### config.mk
export PLATFORM = sky130hd
export DESIGN_NAME = wb_pwm_gen_flat
export DESIGN_NICKNAME = d
export VERILOG_FILES = /design/src/rtl/wb_pwm_pkg.sv /design/src/rtl/wb_pwm_gen_if.sv /design/src/rtl/wb_pwm_gen_channel.sv /design/src/rtl/wb_pwm_gen.sv /design/src/flat_wrapper.sv
export SDC_FILE = /design/constraint.sdc
export NUM_CORES = 2
export LEC_CHECK = 0
export BUFFER_PORTS_ARGS = -buffer_cell sky130_fd_sc_hd__buf_2
export CAP_MARGIN = 20
export CORE_MARGIN = 2
export CORE_UTILIZATION = 64
export CTS_CLUSTER_SIZE = 16
export DETAILED_ROUTE_END_ITERATION = 10
export GPL_TIMING_DRIVEN = 0
export PLACE_DENSITY = 0.86
export SLEW_MARGIN = 15
export SYNTH_ARGS = -nofsm -noshare
export SYNTH_HDL_FRONTEND = slang
export SYNTH_SLANG_ARGS = --single-unit
### constraint.sdc
create_clock -name clk -period 3.6 [get_ports clk]
set_clock_uncertainty 0.2 [all_clocks]
set_input_delay 0.18 -clock clk [delete_from_list [all_inputs] [get_ports clk]]
set_output_delay 0.18 -clock clk [all_outputs]
set_load 0.05 [all_outputs]
### src/rtl/wb_pwm_pkg.sv
// Shared constants for the Wishbone PWM block: address decode, register offsets, CTRL bits.
// Also holds the byte-lane merge helper used by every writable register.
package wb_pwm_pkg;

  localparam int ADR_LSB = 2;
  localparam int ADR_MSB = 9;
  localparam int CH_STRIDE_LOG2 = 2;  // four word registers per channel block

  localparam logic [7:0] W_GCTRL = 8'h00;
  localparam logic [7:0] W_GSTAT = 8'h01;

  localparam logic [1:0] R_CTRL   = 2'd0;
  localparam logic [1:0] R_PERIOD = 2'd1;
  localparam logic [1:0] R_DUTY   = 2'd2;
  localparam logic [1:0] R_CNT    = 2'd3;

  localparam int CTRL_EN     = 0;
  localparam int CTRL_POL    = 1;
  localparam int CTRL_CENTER = 2;
  localparam int CTRL_W      = 3;

  typedef enum logic {BUS_IDLE, BUS_ACK} bus_state_e;
  typedef enum logic {DIR_UP, DIR_DOWN} dir_e;

  function automatic logic [31:0] lane_mask(input logic [3:0] sel);
    logic [31:0] m;
    m = '0;
    for (int b = 0; b < 4; b++) m[8*b +: 8] = {8{sel[b]}};
    return m;
  endfunction

  function automatic logic [31:0] merge_lanes(input logic [31:0] old_v,
                                               input logic [31:0] new_v,
                                               input logic [3:0]  sel);
    return (old_v & ~lane_mask(sel)) | (new_v & lane_mask(sel));
  endfunction

endpackage

### src/rtl/wb_pwm_gen_if.sv
// Wishbone classic slave bundle for the PWM block; master drives requests, slave returns data/ack.
interface wb_pwm_gen_if;
  logic        wb_stb_i;
  logic        wb_cyc_i;
  logic        wb_we_i;
  logic [31:0] wb_adr_i;
  logic [3:0]  wb_sel_i;
  logic [31:0] wb_dat_i;
  logic [31:0] wb_dat_o;
  logic        wb_ack_o;

  modport master (output wb_stb_i, wb_cyc_i, wb_we_i, wb_adr_i, wb_sel_i, wb_dat_i,
                  input  wb_dat_o, wb_ack_o);
  modport slave  (input  wb_stb_i, wb_cyc_i, wb_we_i, wb_adr_i, wb_sel_i, wb_dat_i,
                  output wb_dat_o, wb_ack_o);
endinterface

### src/rtl/wb_pwm_gen_channel.sv
// One PWM channel: edge/center counter, shadow period/duty reloaded at wrap, polarity.
// Output is registered one clock behind the counter; advances only on prescaler tick.
module pwm_channel
  import wb_pwm_pkg::*;
#(
  parameter int CNT_W = 16
) (
  input  logic             clk,
  input  logic             reset_n,
  input  logic             tick_i,
  input  logic             en_i,
  input  logic             pol_i,
  input  logic             center_i,
  input  logic [CNT_W-1:0] period_i,
  input  logic [CNT_W-1:0] duty_i,
  output logic [CNT_W-1:0] cnt_o,
  output logic             pwm_o,
  output logic             wrap_o
);

  logic [CNT_W-1:0] cnt_q, cnt_d;
  logic [CNT_W-1:0] sh_period_q, sh_period_d;
  logic [CNT_W-1:0] sh_duty_q, sh_duty_d;
  dir_e             dir_q, dir_d;
  logic             pwm_q, pwm_d;
  logic             wrap;

  always_comb begin
    cnt_d       = cnt_q;
    dir_d       = dir_q;
    sh_period_d = sh_period_q;
    sh_duty_d   = sh_duty_q;
    wrap        = 1'b0;
    pwm_d       = en_i ? ((cnt_q < sh_duty_q) ^ pol_i) : pol_i;

    if (!en_i) begin
      cnt_d       = '0;
      dir_d       = DIR_UP;
      sh_period_d = period_i;
      sh_duty_d   = duty_i;
    end else begin
      // Holding dir at UP outside center mode makes a later switch start counting up.
      if (!center_i) dir_d = DIR_UP;
      if (tick_i) begin
        if (!center_i || dir_q == DIR_UP) begin
          if (cnt_q >= sh_period_q) begin
            if (center_i && sh_period_q != '0) begin
              cnt_d = cnt_q - CNT_W'(1);
              dir_d = DIR_DOWN;
            end else begin
              cnt_d = '0;
              wrap  = 1'b1;
            end
          end else begin
            cnt_d = cnt_q + CNT_W'(1);
          end
        end else if (cnt_q <= CNT_W'(1)) begin
          cnt_d = '0;
          dir_d = DIR_UP;
          wrap  = 1'b1;
        end else begin
          cnt_d = cnt_q - CNT_W'(1);
        end
        if (wrap) begin
          sh_period_d = period_i;
          sh_duty_d   = duty_i;
        end
      end
    end
  end

  always_ff @(posedge clk or negedge reset_n) begin
    if (!reset_n) begin
      cnt_q       <= '0;
      dir_q       <= DIR_UP;
      sh_period_q <= '0;
      sh_duty_q   <= '0;
      pwm_q       <= 1'b0;
    end else begin
      cnt_q       <= cnt_d;
      dir_q       <= dir_d;
      sh_period_q <= sh_period_d;
      sh_duty_q   <= sh_duty_d;
      pwm_q       <= pwm_d;
    end
  end

  assign cnt_o  = cnt_q;
  assign pwm_o  = pwm_q;
  assign wrap_o = wrap;

endmodule

### src/rtl/wb_pwm_gen.sv
// Wishbone PWM peripheral: bus FSM, register file, shared prescaler, wrap status, NUM_CH channels.
// Every bus access takes two clocks (one wait state); the bus never stalls beyond that.
module wb_pwm_gen
  import wb_pwm_pkg::*;
#(
  parameter int NUM_CH  = 8,
  parameter int CNT_W   = 16,
  parameter int PRESC_W = 16
) (
  input  logic              clk,
  input  logic              reset_n,
  wb_pwm_gen_if.slave       wb,
  output logic [NUM_CH-1:0] pwmo
);

  bus_state_e state_q, state_d;
  logic       wr_en, rd_en;
  logic [31:0] dat_q, dat_d, rd_val;

  logic [7:0] word_idx;
  logic [5:0] blk;
  logic [1:0] sub;

  logic [PRESC_W-1:0] presc_q, presc_d;
  logic [PRESC_W-1:0] presc_cnt_q, presc_cnt_d;
  logic               tick;

  logic [NUM_CH-1:0]             gstat_q, gstat_d;
  logic [NUM_CH-1:0]             wrap;
  logic [NUM_CH-1:0][CTRL_W-1:0] ctrl_q, ctrl_d;
  logic [NUM_CH-1:0][CNT_W-1:0]  period_q, period_d;
  logic [NUM_CH-1:0][CNT_W-1:0]  duty_q, duty_d;
  logic [NUM_CH-1:0][CNT_W-1:0]  cnt_w;

  logic [31:0] wr_old, wr_new, gstat_clr;
  logic        unused_bits;

  assign word_idx = wb.wb_adr_i[ADR_MSB:ADR_LSB];
  assign blk      = word_idx[7:CH_STRIDE_LOG2];
  assign sub      = word_idx[1:0];

  always_comb begin
    state_d = state_q;
    wr_en   = 1'b0;
    rd_en   = 1'b0;
    case (state_q)
      BUS_IDLE: begin
        if (wb.wb_stb_i && wb.wb_cyc_i) begin
          state_d = BUS_ACK;
          wr_en   = wb.wb_we_i;
          rd_en   = !wb.wb_we_i;
        end
      end
      BUS_ACK: state_d = BUS_IDLE;
      default: state_d = BUS_IDLE;
    endcase
    dat_d = rd_en ? rd_val : dat_q;
  end

  // Channel blocks start at word 4; block 0 holds the global registers.
  always_comb begin
    rd_val = '0;
    if (word_idx == W_GCTRL) begin
      rd_val[PRESC_W-1:0] = presc_q;
    end else if (word_idx == W_GSTAT) begin
      rd_val[NUM_CH-1:0] = gstat_q;
    end else begin
      for (int i = 0; i < NUM_CH; i++) begin
        if (blk == 6'(i + 1)) begin
          case (sub)
            R_CTRL:   rd_val[CTRL_W-1:0] = ctrl_q[i];
            R_PERIOD: rd_val[CNT_W-1:0]  = period_q[i];
            R_DUTY:   rd_val[CNT_W-1:0]  = duty_q[i];
            default:  rd_val[CNT_W-1:0]  = cnt_w[i];
          endcase
        end
      end
    end
  end

  always_comb begin
    presc_d   = presc_q;
    ctrl_d    = ctrl_q;
    period_d  = period_q;
    duty_d    = duty_q;
    gstat_clr = '0;
    wr_old    = '0;
    wr_new    = '0;
    if (wr_en) begin
      if (word_idx == W_GCTRL) begin
        wr_old[PRESC_W-1:0] = presc_q;
        wr_new  = merge_lanes(wr_old, wb.wb_dat_i, wb.wb_sel_i);
        presc_d = wr_new[PRESC_W-1:0];
      end else if (word_idx == W_GSTAT) begin
        gstat_clr = wb.wb_dat_i & lane_mask(wb.wb_sel_i);
      end else begin
        for (int i = 0; i < NUM_CH; i++) begin
          if (blk == 6'(i + 1)) begin
            case (sub)
              R_CTRL: begin
                wr_old[CTRL_W-1:0] = ctrl_q[i];
                wr_new    = merge_lanes(wr_old, wb.wb_dat_i, wb.wb_sel_i);
                ctrl_d[i] = wr_new[CTRL_W-1:0];
              end
              R_PERIOD: begin
                wr_old[CNT_W-1:0] = period_q[i];
                wr_new      = merge_lanes(wr_old, wb.wb_dat_i, wb.wb_sel_i);
                period_d[i] = wr_new[CNT_W-1:0];
              end
              R_DUTY: begin
                wr_old[CNT_W-1:0] = duty_q[i];
                wr_new    = merge_lanes(wr_old, wb.wb_dat_i, wb.wb_sel_i);
                duty_d[i] = wr_new[CNT_W-1:0];
              end
              default: ;
            endcase
          end
        end
      end
    end
  end

  assign tick        = (presc_cnt_q >= presc_q);
  assign presc_cnt_d = tick ? '0 : presc_cnt_q + PRESC_W'(1);
  // A wrap on the same edge as a W1C clear keeps the flag set.
  assign gstat_d     = (gstat_q & ~gstat_clr[NUM_CH-1:0]) | wrap;

  always_ff @(posedge clk or negedge reset_n) begin
    if (!reset_n) begin
      state_q     <= BUS_IDLE;
      dat_q       <= '0;
      presc_q     <= '0;
      presc_cnt_q <= '0;
      gstat_q     <= '0;
      ctrl_q      <= '0;
      period_q    <= '0;
      duty_q      <= '0;
    end else begin
      state_q     <= state_d;
      dat_q       <= dat_d;
      presc_q     <= presc_d;
      presc_cnt_q <= presc_cnt_d;
      gstat_q     <= gstat_d;
      ctrl_q      <= ctrl_d;
      period_q    <= period_d;
      duty_q      <= duty_d;
    end
  end

  assign wb.wb_ack_o = wb.wb_stb_i & wb.wb_cyc_i & (state_q == BUS_ACK);
  assign wb.wb_dat_o = dat_q;

  for (genvar g = 0; g < NUM_CH; g++) begin : g_ch
    pwm_channel #(.CNT_W(CNT_W)) u_ch (
      .clk      (clk),
      .reset_n  (reset_n),
      .tick_i   (tick),
      .en_i     (ctrl_q[g][CTRL_EN]),
      .pol_i    (ctrl_q[g][CTRL_POL]),
      .center_i (ctrl_q[g][CTRL_CENTER]),
      .period_i (period_q[g]),
      .duty_i   (duty_q[g]),
      .cnt_o    (cnt_w[g]),
      .pwm_o    (pwmo[g]),
      .wrap_o   (wrap[g])
    );
  end

  assign unused_bits = ^{wb.wb_adr_i[31:ADR_MSB+1], wb.wb_adr_i[ADR_LSB-1:0], wr_new, gstat_clr};

endmodule

### src/flat_wrapper.sv
// flat-port wrapper written by rule: the top's interface ports become plain ports
module wb_pwm_gen_flat import wb_pwm_pkg::*;
#(
  parameter int NUM_CH  = 8,
  parameter int CNT_W   = 16,
  parameter int PRESC_W = 16
)
  (clk, reset_n, pwmo, wb_wb_stb_i, wb_wb_cyc_i, wb_wb_we_i, wb_wb_adr_i, wb_wb_sel_i, wb_wb_dat_i, wb_wb_dat_o, wb_wb_ack_o);
  wb_pwm_gen_if wb_i ();
  input  logic clk;
  input  logic reset_n;
  output logic [NUM_CH-1:0] pwmo;
  input wire logic [$bits(wb_i.wb_stb_i)-1:0] wb_wb_stb_i;
  input wire logic [$bits(wb_i.wb_cyc_i)-1:0] wb_wb_cyc_i;
  input wire logic [$bits(wb_i.wb_we_i)-1:0] wb_wb_we_i;
  input wire logic [$bits(wb_i.wb_adr_i)-1:0] wb_wb_adr_i;
  input wire logic [$bits(wb_i.wb_sel_i)-1:0] wb_wb_sel_i;
  input wire logic [$bits(wb_i.wb_dat_i)-1:0] wb_wb_dat_i;
  output wire logic [$bits(wb_i.wb_dat_o)-1:0] wb_wb_dat_o;
  output wire logic [$bits(wb_i.wb_ack_o)-1:0] wb_wb_ack_o;
  assign wb_i.wb_stb_i = wb_wb_stb_i;
  assign wb_i.wb_cyc_i = wb_wb_cyc_i;
  assign wb_i.wb_we_i = wb_wb_we_i;
  assign wb_i.wb_adr_i = wb_wb_adr_i;
  assign wb_i.wb_sel_i = wb_wb_sel_i;
  assign wb_i.wb_dat_i = wb_wb_dat_i;
  assign wb_wb_dat_o = wb_i.wb_dat_o;
  assign wb_wb_ack_o = wb_i.wb_ack_o;
  wb_pwm_gen #(.NUM_CH(NUM_CH), .CNT_W(CNT_W), .PRESC_W(PRESC_W)) u_core (.clk(clk), .reset_n(reset_n), .wb(wb_i), .pwmo(pwmo));
endmodule
# --- Yosys cells after proc, flatten, opt, wreduce, memory -nomap -nowiden ---
# Cells that the tools add are included.
word_totals:
  register_bits: 737
  input_bits: 73
  out_inout_bits: 41
  wordCells: 548
op_classes:
  n_addsub: 17
  magnitude_cmp: 25
  n_eq_ne: 27
  mux: 265
  bitwise: 76
  n_reduce_logical: 69
op_table:
  columns: ["op", "count"]
  rows:
  - ["two-way mux 16 bit", 110]
  - ["case mux 13 bit (3 select lines)", 8]
  - ["AND 16 bit", 18]
  - ["OR 16 bit", 17]
  - ["adder 16 x 1 -> 16 bit, second input constant", 9]
  - [">= comparator 16 bit", 9]
  - ["two-way mux 1 bit", 133]
  - ["<= comparator 16 x 1 -> 1 bit, second input constant", 8]
  - ["less-than comparator 16 bit", 8]
  - ["nonzero test 16 bit", 8]
  - ["subtractor 16 x 1 -> 16 bit, second input constant", 8]
  - ["AND reduction 5 bit", 24]
  - ["case mux 3 bit (3 select lines)", 8]
  - ["two-way mux 8 bit", 5]
  - ["AND 3 bit", 8]
  - ["equality test 6 x 3 -> 1 bit, second input constant", 4]
  - ["OR 3 bit", 8]
  - ["AND reduction 2 bit", 9]
  - ["!= test 2 x 1 -> 1 bit, second input constant", 8]
  - ["!= test 2 bit, second input constant", 8]
  - ["NOT 16 bit", 1]
  - ["equality test 6 x 2 -> 1 bit, second input constant", 2]
  - ["NOT 1 bit", 11]
  - ["logical AND 1 bit", 9]
  - ["15 further kinds", 38]

# --- Logic depth before layout (Yosys ltp) ---
depth:
  ltp_word: 23
  ltp_mapped: 13
  depth_no_buf: 10

# --- Cells and area by module ---
# A second synthesis with hierarchy kept.
hier_totals:
  cells_unflattened: 4372
  hier_area_um2: 46176.8
by_module_without_submodules:
  columns: ["module", "instances", "cells_per_inst", "area_per_inst_um2", "seq_area_each_um2"]
  rows:
  - ["pwm_channel (u_core.g_ch[0].u_ch ...)", 7, 379, 3593.4, 1251.2]
  - ["wb_pwm_gen", 1, 1329, 17246.5, 8433.1]
  - ["pwm_channel (u_core.g_ch[7].u_ch)", 1, 390, 3776.1, 1251.2]

# --- Worst setup path before layout ---
# Ideal clock, no wire load.
synth_timing:
  path_kind: "reg2reg"
  startpoint: "register u_core.g_ch[3].u_ch.cnt_q[0]"
  endpoint: "register u_core.g_ch[3].u_ch.sh_duty_q[0]"
  arrival_time_ns: 2.766
  t_required_ns: 3.275
  slack_ns: 0.510
  stages_incl_launch_ff: 13
  path_buffers: 2
  cell_sequence: "dfrtp_1 clkbuf_1 inv_1 ha_1 nand2b_1 a2111oi_0 o31a_1 o21a_1 o31ai_1 nand2_1 nand2_1 buf_2 mux2_2"
synth_via:
  elab_chain_len: 7
  word_cells_on_any_way: 9
  classes_between: "2 x order compare; 1 x eq/ne; 5 x mux; 1 x reduce/logical"
synth_lines:
  columns: ["element", "line_no", "source"]
  rows:
  - ["from (decl)", "wb_pwm_gen_channel.sv:21", "logic [CNT_W-1:0] cnt_q, cnt_d;"]
  - ["from (signal assigned)", "wb_pwm_gen_channel.sv:80", "cnt_q <= cnt_d;"]
  - ["<= comparator 16 x 1 -> 1 bit or >= comparator 16 bit (tied branches)", "wb_pwm_gen_channel.sv:57, wb_pwm_gen_channel.sv:46", null]
  - ["two-way mux 1 bit (on tied branches)", "wb_pwm_gen_channel.sv:57, wb_pwm_gen_channel.sv:46", null]
  - ["two-way mux 1 bit (*)", "wb_pwm_gen_channel.sv:45", "if (!center_i || dir_q == DIR_UP) begin"]
  - ["two-way mux 1 bit (*)", "wb_pwm_gen_channel.sv:44", "if (tick_i) begin"]
  - ["two-way mux 1 bit (*)", "wb_pwm_gen_channel.sv:36", "if (!en_i) begin"]
  - ["!= test 2 bit (no source line) (*)", null, null]
  - ["AND reduction 2 bit (no source line) (*)", null, null]
  - ["to (signal assigned)", "wb_pwm_gen_channel.sv:83", "sh_duty_q <= sh_duty_d;"]
  - ["to (decl)", "wb_pwm_gen_channel.sv:23", "logic [CNT_W-1:0] sh_duty_q, sh_duty_d;"]
# Every way passes the cells marked *; elsewhere a longest branch is shown, timed or not. The select of a mux whose other input is x is not followed.
# A chain may end at the register's enable or synchronous reset.

# --- Final worst setup path ---
layout_timing:
  startpoint: "input wb_wb_adr_i[2]"
  endpoint: "register u_core.dat_q[9], in the netlist u_core.wb.wb_dat_o[9]"
layout_via:
  elab_chain_len: 23
  word_cells_on_any_way: 27
  classes_between: "3 x eq/ne; 22 x mux; 2 x reduce/logical"
layout_lines:
  columns: ["element", "line_no", "source"]
  rows:
  - ["from (decl)", "flat_wrapper.sv:16", "input wire logic [$bits(wb_i.wb_adr_i)-1:0] wb_wb_adr_i;"]
  - ["equality test 2 bit (tied with other cells)", null, null]
  - ["case mux 13 bit (3 select lines)", "wb_pwm_gen.sv:70", "case (sub)"]
  - ["two-way mux 16 bit", "wb_pwm_gen.sv:69", "if (blk == 6'(i + 1)) begin"]
  - ["two-way mux 16 bit", "wb_pwm_gen.sv:65", "end else if (word_idx == W_GSTAT) begin"]
  - ["two-way mux 16 bit", "wb_pwm_gen.sv:63", "if (word_idx == W_GCTRL) begin"]
  - ["case mux 13 bit (3 select lines)", "wb_pwm_gen.sv:70", null]
  - ["two-way mux 16 bit", "wb_pwm_gen.sv:69", null]
  - ["case mux 13 bit (3 select lines)", "wb_pwm_gen.sv:70", null]
  - ["[7 not listed]", null, null]
  - ["case mux 13 bit (3 select lines)", "wb_pwm_gen.sv:70", null]
  - ["two-way mux 16 bit", "wb_pwm_gen.sv:69", null]
  - ["case mux 13 bit (3 select lines)", "wb_pwm_gen.sv:70", null]
  - ["two-way mux 16 bit", "wb_pwm_gen.sv:69", null]
  - ["case mux 13 bit (3 select lines)", "wb_pwm_gen.sv:70", null]
  - ["two-way mux 16 bit", "wb_pwm_gen.sv:69", null]
  - ["two-way mux 8 bit", "wb_pwm_gen.sv:65", null]
  - ["two-way mux 16 bit (*)", "wb_pwm_gen.sv:63", null]
  - ["to (signal assigned)", "wb_pwm_gen.sv:140", "dat_q <= dat_d;"]
  - ["to (decl)", "wb_pwm_gen.sv:18", "logic [31:0] dat_q, dat_d, rd_val;"]
# Marks and branches as above.

==> impl_metrics.env <==
export IMPL_run_status="complete, but fails checks"
export IMPL_violations="setup timing"
export IMPL_fin_crit_ns=3.75
export IMPL_yosysTopAreaCellShare_pct=40.9
export IMPL_crit_fanout=10
export IMPL_synth_area_mm2=0.0451
export IMPL_vdd_drop_max_mv=0.506
export IMPL_fp_coreArea_mm2=0.0699
export IMPL_fin_area_mm2=0.0504
export IMPL_ys_ff_latch=737
export IMPL_avgRoutedWirePerCell_um=29.7
export IMPL_place_ws_ns=-1.58
export IMPL_min_path_type="input port to register"
export IMPL_routed_wl_um=171000
export IMPL_crit_type="input port to register"
export IMPL_viasPerCell=7.17
export IMPL_ys_flop_type="dfrtp_1"
export IMPL_cts_root_buf="clkbuf_16"
export IMPL_seq_area_frac_synth_pct=40.9
export IMPL_nNetsFinal=5117
export IMPL_slew_violations=0
export IMPL_gr_total_overflow=0
export IMPL_initial_utilization_pct=64.5
export IMPL_via_count=41400
export IMPL_hold_slack_ns=0.0144
export IMPL_max_freq_mhz=267
export IMPL_ant_nets=0
export IMPL_grt_pass1_vias=39300
export IMPL_timing_final_crit_share_pct=104
export IMPL_synthDistinctLibCells=87
export IMPL_drc=0
export IMPL_drt_iter0_drc=6770
export IMPL_r2r_setup_slack_ns=-0.06
export IMPL_fillers=4939
export IMPL_hold_viol=0
export IMPL_worstSetupEndpointType="register"
export IMPL_dr_pass1_iters=8
export IMPL_finalWorstSetupSlack_ns=-0.147
export IMPL_clkTransAtPathRegs_ns=0.06
export IMPL_worstMarginPinSlew_ns=1.28
export IMPL_ys_warnings_count=0
export IMPL_grt_pass1_wl_um=251000
export IMPL_reg2reg_depth=12
export IMPL_relSlewSlack_pct=13.6
export IMPL_ios=114
export IMPL_numCtsBuffers=80
export IMPL_synth_most_common_cell="dfrtp_1"
export IMPL_synth_top_cells_by_area="dfrtp_1 41%, mux2_2 14%, ha_1 8.0%, nand2_1 2.9%, o21ai_0 2.8%"
export IMPL_reg2reg_to="u_core.g_ch[1].u_ch.cnt_o[10]"
export IMPL_grt_max_degree=99
export IMPL_port_buffers=53
export IMPL_htree_levels=3
export IMPL_antenna_found_initial=21
export IMPL_clk_path_buf_depth=3
export IMPL_rows=97
export IMPL_gp_congestion=1.08
export IMPL_dieArea_mm2=0.0726
export IMPL_avgSynthCellArea_um2=9.89
export IMPL_track_usage_pct=46.2
export IMPL_required_ns=3.90
export IMPL_dp_hpwl_um=120000
export IMPL_rsz0062_at_grt="yes"
export IMPL_cp_start_kind="input port"
export IMPL_synth_edf_count=0
export IMPL_syn_inst=4561
export IMPL_power_density_mw_per_mm2=436
export IMPL_placed_cell_area_mm2=0.0470
export IMPL_min_from="wb_wb_dat_i[7]"
export IMPL_worstHoldPathCells=2
export IMPL_leakagePower_nw=23.0
export IMPL_fin_util_pct=72.1
export IMPL_async_flop_share_pct=100
export IMPL_synthTopCellsByCount="737 x dfrtp_1, 558 x mux2_2, 349 x nand2_1, 305 x inv_1, 289 x ha_1"
export IMPL_cp_arrival_ns=4.05
export IMPL_setup_viol=21
export IMPL_clk_latency_ns=0.67
export IMPL_cts_tree="done"
export IMPL_die_w_um=269
export IMPL_drive_above_1_share_pct=20.2
export IMPL_cap_viol_max_count=0
export IMPL_syn_to_final_growth_pct=11.8
export IMPL_clkSinkCount=737
export IMPL_fp_dieH_um=269
export IMPL_synth_largest_area_cell="dfrtp_1"
## cells in the final DEF (no fill, tap or decap), types with 24 or more instances in the layout
master     netlist  layout
a21o_1          50      50
a21oi_1        165     164
a22oi_1        122     120
a31oi_1         41      38
and3_1          66      66
buf_2           24      70
buf_4           29      40
clkbuf_1       209     174
clkbuf_16        0      82
clkbuf_2         2      34
dfrtp_1        737     733
ha_1           289     289
inv_1          305     305
mux2_2         558     558
mux4_2          24      24
nand2_1        349     347
nand2b_1        35      35
nand3_1        121     120
nand4_1         47      47
nor2_1         243     240
nor2b_1         25      25
nor3_1         113     112
nor4_1          64      62
o211ai_1        39      39
o21a_1          27      27
o21ai_0        252     250
o22ai_1         74      74
or3_1           53      53
xnor2_1         29      29
xor2_1          33      33
## metrics by stage
step	cells	TNS (ns)	power [mW]
after floorplan	4576	0	11.5
after global placement	5569	-	13.0
after detailed placement	5585	-300.80	13.1
after CTS	5750	0	21.6
after global routing	5761	-0.166	22.4
final	5777	-0.776	22.0
## critical path: stages
cell,delay (ns)
buf_2,0.37
clkdlybuf4s18_2,0.62
clkbuf_4,0.48
clkdlybuf4s15_2,0.62
mux2_2,0.46
a22oi_1,0.58
o22ai_1,0.23
a2111oi_0,0.34
a21oi_1,0.13
## logic make-up after synthesis
| family | after synthesis | share of synthesized area, % |
|---|---|---|
| AOI/OAI and AO/OA | 1044 | 15.5 |
| muxes | 602 | 15.6 |
| xor gates and xnor gates | 62 | 1.20 |
| and+or+nand+nor | 1223 | 13.4 |
| buffers and inverters | 603 | 5.33 |
| other | 1 | 0.00832 |
| adders and majority gates | 289 | 8.02 |
| DFF | 737 | 40.9 |
## worst max path at each step
stage	from	to
floorplan	u_core.g_ch[3].u_ch.cnt_o[0]	u_core.g_ch[3].u_ch.sh_duty_q[0]
global placement	reset_n	u_core.g_ch[3].u_ch.cnt_o[8]
detailed placement	u_core.presc_cnt_q[11]	u_core.g_ch[6].u_ch.cnt_o[15]
CTS	u_core.g_ch[5].u_ch.cnt_o[0]	u_core.g_ch[5].u_ch.sh_duty_q[10]
global route	u_core.g_ch[6].u_ch.cnt_o[0]	u_core.g_ch[6].u_ch.cnt_o[7]
finish	wb_wb_adr_i[2]	u_core.wb.wb_dat_o[9]
## final cells by class
cell class | instances | area, um2 | area share [%]
clock inverter | 36 | 385 | 0.765
antenna | 19 | 47.5 | 0.0943
buffer | 293 | 1510 | 3.00
multi-input combinational | 3236 | 24500 | 48.5
inverter | 306 | 1150 | 2.28
sequential | 737 | 18400 | 36.6
tap | 940 | 1180 | 2.33
timing repair buffer | 101 | 941 | 1.87
clock buffer | 109 | 2280 | 4.53
## routing by layer
| layer | wire, um | vias up | track usage (%) |
|---|---|---|---|
| met5 | 306 | - | 0 |
| met4 | 14600 | 22 | 32.4 |
| li1 | - | 17100 | - |
| met2 | 68900 | 3365 | 63.1 |
| met3 | 26000 | 913 | 19.8 |
| met1 | 61600 | 20000 | 58.9 |
## power by group
group / internal [mW] / leakage [nW] / switching (mW) / total (mW)
registers: 8.42 / 10.2 / 0.199 / 8.62
clock network: 4.83 / 1.31 / 3.72 / 8.56
logic: 1.55 / 11.5 / 3.24 / 4.79
total: 14.8 / 23.0 / 7.16 / 22.0
## timing repair
item | in CTS | in global routing
buffers inserted | 3 | 3
hold buffers | 20 | 0
gates cloned | 0 | 0
hold endpoints to repair | 317 | 0
endpoints found under the setup margin | 377 | 306
gates resized for setup | 78 | 86
pin swaps | 1 | 2
Power figures use the tool's default switching activity.
